$ cat config.mk
export PLATFORM = sky130hd
export DESIGN_NAME = rst_trig
export DESIGN_NICKNAME = d
export VERILOG_FILES = /design/src/rtl/rst_trig_pkg.sv /design/src/rtl/rst_trig_btn_debounce.sv /design/src/rtl/rst_trig.sv
export SDC_FILE = /design/constraint.sdc
export NUM_CORES = 1
export LEC_CHECK = 0
export CORE_MARGIN = 2
export CORE_UTILIZATION = 46
export CTS_BUF_LIST = sky130_fd_sc_hd__clkbuf_4
export CTS_CLUSTER_SIZE = 10
export DETAILED_ROUTE_END_ITERATION = 8
export GPL_TIMING_DRIVEN = 0
export PLACE_DENSITY = 0.78
export RECOVER_POWER = 100
export SLEW_MARGIN = 20
export SYNTH_ARGS = -nofsm -noshare
export SYNTH_HDL_FRONTEND = slang
export SYNTH_SLANG_ARGS = --single-unit
$ cat constraint.sdc
create_clock -name clk -period 2 [get_ports clk]
set_input_delay 0.4 -clock clk [delete_from_list [all_inputs] [get_ports clk]]
set_output_delay 0.4 -clock clk [all_outputs]
set_load 0.1 [all_outputs]
$ cat src/rtl/rst_trig_pkg.sv
// rst_trig_pkg: shared cause indices, FSM encodings and IO field positions for rst_trig
package rst_trig_pkg;
  localparam int CAUSE_BTN = 0;
  localparam int CAUSE_WD = 1;
  localparam int CAUSE_SW = 2;
  localparam int CAUSE_MULTI = 3;
  localparam int CLR_BIT = 8;
  localparam int CNT_LSB = 8;
  localparam int CNT_MSB = 15;
  typedef enum logic [1:0] {IDLE = 2'd0, PULSE = 2'd1, HOLD = 2'd2} state_t;
endpackage

$ cat src/rtl/rst_trig_btn_debounce.sv
// btn_debounce: 2-flop synchroniser, stability counter and rising-edge pulse for the push button
module btn_debounce #(
  parameter int DEBOUNCE_CYCLES = 500000
) (
  input  logic clk,
  input  logic rst,
  input  logic btn_in,
  output logic level,
  output logic ev
);
  localparam int W = $clog2(DEBOUNCE_CYCLES + 1);
  logic s1, s2;
  logic [W-1:0] cnt;
  // cnt tracks consecutive samples that disagree with level; any agreeing sample restarts it
  always_ff @(posedge clk or posedge rst) begin
    if (rst) begin
      s1 <= 1'b0;
      s2 <= 1'b0;
      level <= 1'b0;
      ev <= 1'b0;
      cnt <= W'(DEBOUNCE_CYCLES - 1);
    end else begin
      s1 <= btn_in;
      s2 <= s1;
      ev <= 1'b0;
      if (s2 == level) cnt <= W'(DEBOUNCE_CYCLES - 1);
      else if (cnt == '0) begin
        level <= s2;
        ev <= s2;
        cnt <= W'(DEBOUNCE_CYCLES - 1);
      end else cnt <= cnt - 1'b1;
    end
  end
endmodule

$ cat src/rtl/rst_trig.sv
// rst_trig: collects reset causes, drives a fixed-length rst_req pulse with hold-off, keeps sticky cause/count
module rst_trig
  import rst_trig_pkg::*;
#(
  parameter int DEBOUNCE_CYCLES = 500000,
  parameter int PULSE_CYCLES = 16,
  parameter int HOLDOFF_CYCLES = 1000,
  parameter logic [7:0] SW_KEY = 8'hA5
) (
  input  logic        clk,
  input  logic        rst,
  input  logic        btn_in,
  input  logic        wd_to,
  input  logic        io_en,
  input  logic        rd,
  input  logic        wr,
  input  logic [31:0] data_in,
  output logic [31:0] data_out,
  output logic        rst_req
);
  localparam int PW = $clog2(PULSE_CYCLES + 1);
  localparam int HW = $clog2(HOLDOFF_CYCLES + 1);
  state_t state, state_d;
  logic [PW-1:0] pcnt, pcnt_d;
  logic [HW-1:0] hcnt, hcnt_d;
  logic [3:0] cause, cause_d, src;
  logic [7:0] count, count_d;
  logic level, btn_ev, sw_ev, clr, rst_req_d;
  btn_debounce #(.DEBOUNCE_CYCLES(DEBOUNCE_CYCLES)) u_deb (
    .clk(clk), .rst(rst), .btn_in(btn_in), .level(level), .ev(btn_ev)
  );
  assign sw_ev = io_en & wr & (data_in[7:0] == SW_KEY);
  assign clr = io_en & wr & data_in[CLR_BIT];
  always_comb begin
    src = '0;
    src[CAUSE_BTN] = btn_ev;
    src[CAUSE_WD] = wd_to;
    src[CAUSE_SW] = sw_ev;
    src[CAUSE_MULTI] = (btn_ev & wd_to) | (btn_ev & sw_ev) | (wd_to & sw_ev);
  end
  // a clear write takes effect first so a combined clear+key write still records its own cause
  always_comb begin
    state_d = state;
    pcnt_d = pcnt;
    hcnt_d = hcnt;
    rst_req_d = rst_req;
    cause_d = clr ? '0 : cause;
    count_d = clr ? '0 : count;
    case (state)
      IDLE: if (|src) begin
        state_d = PULSE;
        pcnt_d = PW'(PULSE_CYCLES - 1);
        rst_req_d = 1'b1;
        cause_d = cause_d | src;
        count_d = (count_d == 8'hFF) ? count_d : count_d + 8'd1;
      end
      PULSE: if (pcnt == '0) begin
        state_d = HOLD;
        hcnt_d = HW'(HOLDOFF_CYCLES - 1);
        rst_req_d = 1'b0;
      end else pcnt_d = pcnt - 1'b1;
      HOLD: if (hcnt != '0) hcnt_d = hcnt - 1'b1;
        else if (!level) state_d = IDLE;
      default: state_d = IDLE;
    endcase
  end
  always_ff @(posedge clk or posedge rst) begin
    if (rst) begin
      state <= IDLE;
      pcnt <= '0;
      hcnt <= '0;
      rst_req <= 1'b0;
      cause <= '0;
      count <= '0;
    end else begin
      state <= state_d;
      pcnt <= pcnt_d;
      hcnt <= hcnt_d;
      rst_req <= rst_req_d;
      cause <= cause_d;
      count <= count_d;
    end
  end
  always_comb begin
    data_out = '0;
    if (io_en & rd) begin
      data_out[3:0] = cause;
      data_out[CNT_MSB:CNT_LSB] = count;
    end
  end
endmodule

==> results of run 1 <==
## cell usage after synthesis (6+ instances only)
cell      count
or3_1         9
nand3_1      20
nor3_1        7
ha_1          6
nand2_1      23
nor4_1        8
clkbuf_1      7
o21ai_0       9
inv_1        11
and3_1       15
buf_4        20
xor2_1       11
nor2_1       22
o211ai_1      7
or4_1         6
dfrtp_1      42
dfstp_2      11
## worst paths after layout
kind	slack [ns]	to	cells after the start	from
setup / recovery	0.07	data_out[11]	4	rd
hold / removal	0.38	u_deb.s2	0	u_deb.s1
setup reg to reg	0.08	hcnt[9]	4	hcnt[0]
hold reg to reg	0.38	u_deb.s2	0	u_deb.s1
max in group asynchronous	0.43	u_deb.cnt[16]	3	rst
min in group asynchronous	0.78	pcnt[3]	2	rst
## routing by layer
metal	vias up	wire (microns)
li1	1175	-
met1	1178	2630
met2	33	3140
met3	4	190
met4	0	46
met5	-	0
## state kept, by name, indices dropped and copies added (netlist names)
| register | flops |
|---|---|
| cause | 4 |
| count | 8 |
| hcnt | 10 |
| pcnt | 5 |
| rst_req | 1 |
| state | 2 |
| u_deb.cnt | 19 |
| u_deb.ev | 1 |
| u_deb.level | 1 |
| u_deb.s1 | 1 |
| u_deb.s2 | 1 |
## area by class of cell
| class | count | area share [%] |
|---|---|---|
| tap | 77 | 2.70 |
| clock inverter | 2 | 0.421 |
| timing repair buffer | 35 | 8.74 |
| inverter | 11 | 1.16 |
| multi-input combinational | 230 | 43.3 |
| buffer | 25 | 4.81 |
| clock buffer | 6 | 1.26 |
| sequential | 53 | 37.6 |
## stage by stage
stage / power, mW / area, sq um / hold slack (ns) / setup WS, ns / utilization, %
floorplan: 2.33 / 3010 / 0.331 / 0.0124 / -
finish: 3.12 / 3570 / 0.379 / 0.0697 / 57.1
CTS: 3.13 / 3540 / 0.381 / 0.00979 / 56.7
detailed placement: 2.59 / 3410 / 0.348 / -0.951 / 54.7
global placement: 2.52 / 3380 / 0.335 / -0.913 / 54.2
global route: 3.33 / 3570 / 0.391 / -0.00184 / 57.1
## cells by family (layout without fill, tap and decap cells)
kind of cell	count (synthesis)	after routing	synth area share, %
AND/OR/NAND/NOR	141	141	27.2
flip-flops	53	53	45.7
AO/OA/AOI/OAI	40	40	9.65
buffers and inverters	38	79	7.43
XOR/XNOR	16	16	4.78
multiplexers	7	7	2.56
adder cells (fa/ha/maj)	6	6	2.56
other	1	20	0.128
## where the power goes
part	internal (mW)	switching, mW	leakage (nW)
combinational	0.441	0.710	0.926
sequential	1.28	0.201	0.653
clock	0.151	0.338	0.0279
total	1.87	1.25	1.61
## repair_timing
item	4_1_cts	5_1_grt
setup endpoints to repair	44	21
setup buffers	2	4
resized for setup	93	6
pin swaps	2	2
==> summary.md, run 1 <==
| Metric | Value |
|---|---|
| Commonest non-fill, non-tap cell in the layout | `dfrtp_1` |
| Post-Layout Cell Count | `439` |
| Row cnt | `29` |
| Sequential Area | `1340 sq um` |
| Multi-input logic area | `1550 sq um` |
| # setup viols final | `0` |
| All-layer global routing usage | `17.7%` |
| Netlist cell types | `51` |
| LEAKAGE | `1.61 nW` |
| Rel. slew slack | `18.2%` |
| Die Width | `83.8 microns` |
| Area leader, netlist | `dfrtp_1` |
| Met2 Track Usage GR | `31.6%` |
| Critical Path End Type | `output port` |
| Arrival @ worst endpoint | `1.53 ns` |
| P&R area growth vs syn | `21.7%` |
| Fillers | `555` |
| Most frequent cells in the layout | `42 x dfrtp_1, 34 x buf_4, 23 x nand2_1` |
| Ys Warns | `0` |
| Routed vias | `2390` |
| Largest net degree at the start of global routing | `32` |
| Hold-fix buffers at CTS | `0` |
| M1 GR Usage | `22.0%` |
| Synth Register Bits | `53` |
| Num ports | `72` |
| Pwr dens | `874 nW/um^2` |
| Detailed Route WL | `6000 microns` |
| EDFF count, synth | `0` |
| DRC errors left | `0` |
| Max-cap violations | `0` |
| DR iter-0 viols | `75` |
| CP max-delay cell | `clkdlybuf4s50_1` |
| DRT Pass-1 Iters | `4` |
| Starting Density | `47.0%` |
| M3 GR Usage | `2.97%` |
| Fmax | `518 MHz` |
| Root Buffer | `clkbuf_4` |
| GR peak layer | `met2` |
| DP HPWL | `4420 microns` |
| Syn_area_per_cell | `9.70 sq um` |
| Status | `completed` |
| Critical Path Start Type | `primary input` |
| CTS tree | `built` |
| Type of the worst setup path | `primary input to output port` |
| WL/cell | `13.7 microns` |
| Port bufs | `28` |
| Area contributors post-synth | `dfrtp_1 36%, dfstp_2 9.9%, buf_4 5.1%` |
| Total CTS buffers | `5` |
| Delay-heaviest family, CP | `buffers and inverters` |
| Vias in the first global route | `2274` |
| Clock skew | `0.00870 ns` |
| Buf/Inv on CP | `3` |
| Total gr overflow | `0` |
| Core box area | `6240 sq um` |
| Crit-path max FO | `10` |
| Die H | `83.8 microns` |
| Post-synth ARST share | `100%` |
| Crit path cell chain | `clkdlybuf4s50_1 > clkbuf_2 > and3_1 > buf_4` |
| Placed Cells | `427` |
| Setup TNS | `0 ns` |
| Clock sinks | `53` |
| Crit path required time | `1.60 ns` |
| Worst-skew pair later-pin latency | `0.37 ns` |
| Post-synth top area share | `35.9%` |
| Global-route wire length before repair | `10300 microns` |
| Nets | `406` |
| DRT antenna net count | `0` |
| # diodes | `0` |
| Post-Syn Instances | `302` |
| Via density | `5.44` |
| Mapped cell area | `2930 sq um` |
| Worst-Margin Slew | `1.23 ns` |
| Fin crit share | `96.5%` |
| Main synth FF type | `dfrtp_1` |
| Initial antenna violation count | `0` |
| Endpoints failing hold | `0` |
| CTS max path bufs | `2` |
| Worst Hold Class | `flop to flop` |
| Fin crit period | `1.93 ns` |
| Htree depth | `2` |
| Max stage delay on crit path | `0.48 ns` |
| Sequential share of the synthesized area | `45.7%` |
| Worst vdd ir | `476 uV` |
| Die footprint | `7020 sq um` |
| Clk pin slew, worst setup/hold paths | `0.15 ns` |
| Pins Over Slew Limit | `0` |
| Routability-driven placement congestion ratio | `0.789` |
| RSZ-0062 raised after global routing | `yes` |
| Layout cells sized above 1 | `23.2%` |
Note: power is estimated with default switching activity, not from simulation.
==> run 2, diff against run 1 <==
--- a/constraint.sdc
+++ b/constraint.sdc
@@ -3,2 +3,2 @@
 set_output_delay 0.4 -clock clk [all_outputs]
-set_load 0.1 [all_outputs]
+set_load 0.01 [all_outputs]
==> run 2 against run 1 <==
Clock-buffer cell count unchanged. Fmax decreased by 2.6%. Sequential share of layout area down 0.27 points. Clock power is essentially flat. Worst hold slack got worse by 0.00053 ns. Non-clock buffer count unchanged. Setup slack worse by 0.051 ns. Critical path type unchanged. Critical endpoint is now data_out[0]. Largest cell class unchanged.
==> summary.md, run 2 (same netlist as run 1, synthesis figures left out) <==
| Metric | Value |
|---|---|
| Status | `completed` |
| Die H | `83.8 microns (unchanged)` |
| Die footprint | `7020 sq um (unchanged)` |
| Detailed Route WL | `6000 microns (+0.10%)` |
| Worst Hold Class | `flop to flop` |
| Crit path cell chain | `clkdlybuf4s50_1 > and3_1 > clkdlybuf4s50_1` |
| Clock skew | `0.00662 ns (-0.00208 ns)` |
| Die Width | `83.8 microns (unchanged)` |
| Via density | `5.41 (-0.59%)` |
| PnR worst setup slack | `0.0187 ns (-0.0510 ns)` |
| Most frequent cells in the layout | `42 x dfrtp_1, 24 x buf_4, 23 x nand2_1` |
| Starting Density | `47.0% (unchanged)` |
| LEAKAGE | `1.65 nW (+2.5%)` |
| WL/cell | `13.7 microns (+0.10%)` |
| Delay-heaviest family, CP | `buffers and inverters` |
| Fin crit period | `1.98 ns (+0.0510 ns)` |
| # diodes | `0 (unchanged)` |
| Layout cells sized above 1 | `20.2% (-3.0 points)` |
| Crit path top cell by count | `clkdlybuf4s50_1` |
| Crit path required time | `1.60 ns (about the same)` |
| Row cnt | `29 (unchanged)` |
| DRT antenna net count | `0 (unchanged)` |
| Post-Layout Cell Count | `439 (unchanged)` |
| RSZ-0062 raised after global routing | `yes` |
| Initial antenna violation count | `0 (unchanged)` |
| Max-cap violations | `0 (unchanged)` |
| Final core utilization | `57.6% (+0.42 points)` |
| Worst hold slack | `0.379 ns (-0.000527 ns)` |
| Clk pin slew, worst setup/hold paths | `0.14 ns (about the same)` |
| Clock sinks | `53 (unchanged)` |
| Max stage delay on crit path | `0.53 ns (+0.05 ns)` |
| Routed vias | `2376 (-0.59%)` |
| Arrival @ worst endpoint | `1.58 ns (+0.05 ns)` |
| Worst vdd ir | `448 uV (-5.8%)` |
| Core box area | `6240 sq um (unchanged)` |
| Pwr dens | `791 nW/um^2 (-9.5%)` |
| Global-route wire length before repair | `10300 microns (+0.14%)` |
| Pins Over Slew Limit | `0 (unchanged)` |
| Htree depth | `2 (unchanged)` |
| Total CTS buffers | `5 (unchanged)` |
| CTS tree | `built` |
| Vias in the first global route | `2280 (+0.26%)` |
| All-layer global routing usage | `17.7% (+0.021 points)` |
| # setup viols final | `0 (unchanged)` |
| Most flop-heavy register | `u_deb.cnt` |
| Worst-skew pair later-pin latency | `0.38 ns (about the same)` |
| Nets | `406 (unchanged)` |
| Type of the worst setup path | `primary input to output port` |
| Crit-path max FO | `3 (-7)` |
| Num ports | `72 (unchanged)` |
| Routability-driven placement congestion ratio | `0.789 (unchanged)` |
| Max reg flops | `19 (unchanged)` |
| Buf/Inv on CP | `2 (-1)` |
| Critical Path Start Type | `primary input` |
| Biggest regs | `u_deb.cnt (19), hcnt (10), count (8)` |
| Fillers | `560 (+0.90%)` |
| Rel. slew slack | `18.1% (-0.13 points)` |
| DRT Pass-1 Iters | `4 (unchanged)` |
| Critical Path End Type | `output port` |
| Fin crit share | `99.1% (+2.5 points)` |
| DR iter-0 viols | `91 (+21%)` |
| Fmax | `505 MHz (-2.6%)` |
| Final total power | `2.84 mW (-8.8%)` |
| Endpoints failing hold | `0 (unchanged)` |
| CTS max path bufs | `2 (unchanged)` |
| P&R area growth vs syn | `22.6%` |
| Worst-Margin Slew | `1.23 ns (+0.00190 ns)` |
| DP HPWL | `4420 microns (unchanged)` |
| Commonest non-fill, non-tap cell in the layout | `dfrtp_1` |
| DRC errors left | `0 (unchanged)` |
| Placed Cells | `427 (unchanged)` |
| Largest net degree at the start of global routing | `32 (unchanged)` |
| Port bufs | `28 (unchanged)` |
| Root Buffer | `clkbuf_4` |
| Total gr overflow | `0 (unchanged)` |
| Worst slack, placed | `-0.727 ns (+0.224 ns)` |
| CP max-delay cell | `clkdlybuf4s50_1` |
==> run 2: cell count changes in the layout (fill, tap and decap cells not counted), sizes merged <==
cell	previous run	this run
buf	37	25
clkdlybuf4s50	10	11
dlygate4sd2	3	12
dlygate4sd3	2	3
dlymetal6s2s	0	1
==> run 2: layout make-up <==
type	count	area (sq um)	area share, %
tap	77	96.3	2.68
clock buffer	6	45.0	1.25
sequential	53	1340	37.3
clock inverter	2	15.0	0.418
timing repair buffer	35	332	9.23
inverter	11	41.3	1.15
multi-input combinational	230	1550	43.0
buffer	25	178	4.95
==> run 2: repair_timing <==
action,in CTS,in global routing
endpoints found under the setup margin,43,19
pin swaps,2,2
hold buffers,0,0
setup buffers,2,4
resized for setup,34,7
==> run 2: stage by stage <==
| step | area, sq um | TNS, ns |
|---|---|---|
| after floorplan | 3010 | 0 |
| after CTS | 3560 | 0 |
| after detailed placement | 3410 | -10.78 |
| after global placement | 3380 | -39.80 |
| after global routing | 3590 | -0.00184 |
| final | 3590 | 0 |
==> run 2: power breakdown <==
part	total, mW	internal (mW)	switching [mW]	leakage [nW]
Clock	0.488	0.151	0.336	0.0279
Sequential	1.47	1.28	0.199	0.653
Combinational	0.880	0.441	0.439	0.967
==> run 2: path summary, 6_finish.rpt <==
| path | from | endpoint | slack, ns | cells past startpoint |
|---|---|---|---|---|
| max | rd | data_out[0] | 0.02 | 3 |
| min | u_deb.s1 | u_deb.s2 | 0.38 | 0 |
| max reg2reg | u_deb.cnt[14] | u_deb.level | 0.09 | 4 |
| min reg2reg | u_deb.s1 | u_deb.s2 | 0.38 | 0 |
| max in group asynchronous | rst | u_deb.cnt[16] | 0.44 | 3 |
| min in group asynchronous | rst | pcnt[3] | 0.79 | 2 |
==> run 2: routing by layer <==
metal | GRT usage, % | wire length, microns | part of all wire, %
met1 | 22.0 | 2630 | 44
met2 | 31.6 | 3080 | 51
met3 | 2.97 | 207 | 3.4
met4 | 5.28 | 78 | 1.3
met5 | 0 | 0 | 0
==> run 2: worst reg2reg max path, cell delays in order (launching register included) <==
cell and delay (ns):
dfrtp_1 0.47, or4_1 0.57, nand2b_1 0.22, or2_1 0.28
mux2_2 0.28
==> run 3, diff against run 2 <==
Settings changed: SLEW_MARGIN 20 to 40.
==> run 3 against run 2 <==
Fmax is 0.16% lower. Register-to-register slack is essentially flat. Clock skew rose by 0.0060 ns. Clock power hardly changed. Setup slack lost 0.0032 ns. Final cell count down 0.46%. First-iteration DRC count fell by 18%. Critical path type is now primary input to flop. Largest power group unchanged. Highest routed layer unchanged.
==> summary.md, run 3 (same netlist as run 1, synthesis figures left out) <==
| Metric | Value |
|---|---|
| Clock sinks | `53 (unchanged)` |
| Final core utilization | `57.8% (+0.22 points)` |
| Max-cap violations | `0 (unchanged)` |
| DRC errors left | `0 (unchanged)` |
| Type of the worst setup path | `primary input to flop` |
| Num ports | `72 (unchanged)` |
| Pwr dens | `792 nW/um^2 (+0.12%)` |
| Initial antenna violation count | `0 (unchanged)` |
| Worst Hold Class | `flop to flop` |
| DR iter-0 viols | `75 (-18%)` |
| Status | `completed` |
| Clk pwr share | `17.1% (about the same)` |
| Layout cells sized above 1 | `21.1% (+0.95 points)` |
| P&R area growth vs syn | `23.1%` |
| Port bufs | `28 (unchanged)` |
| Crit path required time | `2.28 ns (+0.68 ns)` |
| Total gr overflow | `0 (unchanged)` |
| Via density | `5.33 (-1.6%)` |
| Cell-internal power | `1.86 mW (-0.56%)` |
| Clk pin slew, worst setup/hold paths | `0.15 ns (about the same)` |
| Crit-path max FO | `4 (+1)` |
| Arrival @ worst endpoint | `2.26 ns (+0.68 ns)` |
| Switch Pwr | `0.999 mW (+2.6%)` |
| Most flop-heavy register | `u_deb.cnt` |
| DP HPWL | `4350 microns (-1.6%)` |
| Max reg flops | `19 (unchanged)` |
| Core box area | `6240 sq um (unchanged)` |
| Total CTS buffers | `5 (unchanged)` |
| # setup viols final | `0 (unchanged)` |
| Critical Path End Type | `flop` |
| Routability-driven placement congestion ratio | `0.789 (unchanged)` |
| Starting Density | `47.0% (unchanged)` |
| Commonest non-fill, non-tap cell in the layout | `dfrtp_1` |
| Worst hold slack | `0.379 ns (+0.000669 ns)` |
| Nets | `404 (-0.49%)` |
| Clock skew | `0.0126 ns (+0.00602 ns)` |
| DRT Pass-1 Iters | `4 (unchanged)` |
| All-layer global routing usage | `17.6% (-0.084 points)` |
| Worst-Margin Slew | `0.693 ns (-0.534 ns)` |
| Die Width | `83.8 microns (unchanged)` |
| Rel. slew slack | `53.6% (+36 points)` |
| Hold-fix buffers at CTS | `0 (unchanged)` |
| Row cnt | `29 (unchanged)` |
| DRT antenna net count | `0 (unchanged)` |
| Sequential share of power | `51.9% (about the same)` |
| Endpoints failing hold | `0 (unchanged)` |
| Post-DP Area | `3410 sq um (-0.15%)` |
| Fin crit period | `1.98 ns (+0.00322 ns)` |
| Pins Over Slew Limit | `0 (unchanged)` |
| WL/cell | `13.9 microns (+1.4%)` |
| Global-route wire length before repair | `10200 microns (-0.87%)` |
| Vias in the first global route | `2251 (-1.3%)` |
| CTS max path bufs | `2 (unchanged)` |
| Critical Path Start Type | `primary input` |
| CTS tree | `built` |
| # diodes | `0 (unchanged)` |
| Die H | `83.8 microns (unchanged)` |
| Worst-skew pair later-pin latency | `0.37 ns (about the same)` |
| Htree depth | `2 (unchanged)` |
| Switching part of the total power | `35.0% (+0.70 points)` |
| Largest net degree at the start of global routing | `43 (+34%)` |
| Fmax | `504 MHz (-0.16%)` |
| Routed vias | `2328 (-2.0%)` |
| Biggest regs | `u_deb.cnt (19), hcnt (10), count (8)` |
| Fin crit share | `99.2% (+0.16 points)` |
| Detailed Route WL | `6060 microns (+0.98%)` |
| Die footprint | `7020 sq um (unchanged)` |
| LEAKAGE | `1.64 nW (-0.18%)` |
| Worst vdd ir | `481 uV (+7.3%)` |
| Post-route cell area | `3610 sq um (+0.38%)` |
| RSZ-0062 raised after global routing | `yes` |
| Gate power share | `31.1% (about the same)` |
| Most frequent cells in the layout | `40 x dfrtp_1, 24 x buf_4, 23 x nand2_1` |
| Root Buffer | `clkbuf_4` |
==> run 3: area by class of cell <==
cell class / instances / area, sq um
fillers: 555 / 2640
multi-input cells: 230 / 1570
flip-flops and latches: 53 / 1340
repair buffers: 33 / 318
plain buffers: 25 / 175
well taps: 77 / 96.3
inverters: 11 / 42.5
clock buffers: 5 / 37.5
clock inverters: 3 / 21.3
==> run 3: path summary, 6_finish.rpt <==
kind	endpoint	startpoint	cells past startpoint	slack [ns]
worst max-delay path	count[4]	data_in[8]	8	0.02
worst max register to register	hcnt[9]	hcnt[0]	4	0.08
min in group asynchronous	pcnt[2]	rst	2	0.51
max in group asynchronous	u_deb.cnt[4]	rst	3	0.86
worst min-delay path	u_deb.s2	u_deb.s1	0	0.38
worst min register to register	u_deb.s2	u_deb.s1	0	0.38
==> run 3: per-layer routing <==
metal  vias to the layer above  GRT usage (%)  share of wire [%]
met4                         0           4.99                1.1
met3                         7           3.26                3.1
met1                      1112           22.2                 45
met2                        36           31.1                 51
met5                         -              0                  0
li1                       1173              -                  -
==> run 3: metrics by stage <==
step | std cells | setup WS (ns) | setup TNS [ns] | power (mW)
5_1_grt | 437 | -0.00750 | -0.0140 | 3.07
4_1_cts | 435 | -0.133 | -0.133 | 2.84
3_5_place_dp | 427 | -0.731 | -10.67 | 2.32
2_1_floorplan | 321 | 0.0124 | 0 | 2.06
6_report | 437 | 0.0154 | 0 | 2.86
3_3_place_gp | 426 | -0.676 | -39.80 | 2.25
==> run 3: worst max-delay path, cell delays in order <==
cell and delay, ns:
clkdlybuf4s50_1 0.45, nand3_4 0.12, and2_4 0.17, ha_4 0.15, nand3_4 0.08, nand2b_4 0.16
or4_1 0.46, a32o_1 0.27
==> run 3: repair_timing <==
item	CTS	global route
buffers inserted	1	3
endpoints found under the setup margin	41	30
gates resized for setup	27	19
pin swaps	3	4
==> run 3: power by group through the flow <==
stage | registers (mW) | logic, mW | clock network [mW]
floorplan | 1.44 | 0.625 | 0
CTS | 1.47 | 0.860 | 0.508
global placement | 1.48 | 0.778 | 0
finish | 1.48 | 0.888 | 0.487
detailed placement | 1.49 | 0.830 | 0
global route | 1.52 | 1.01 | 0.547
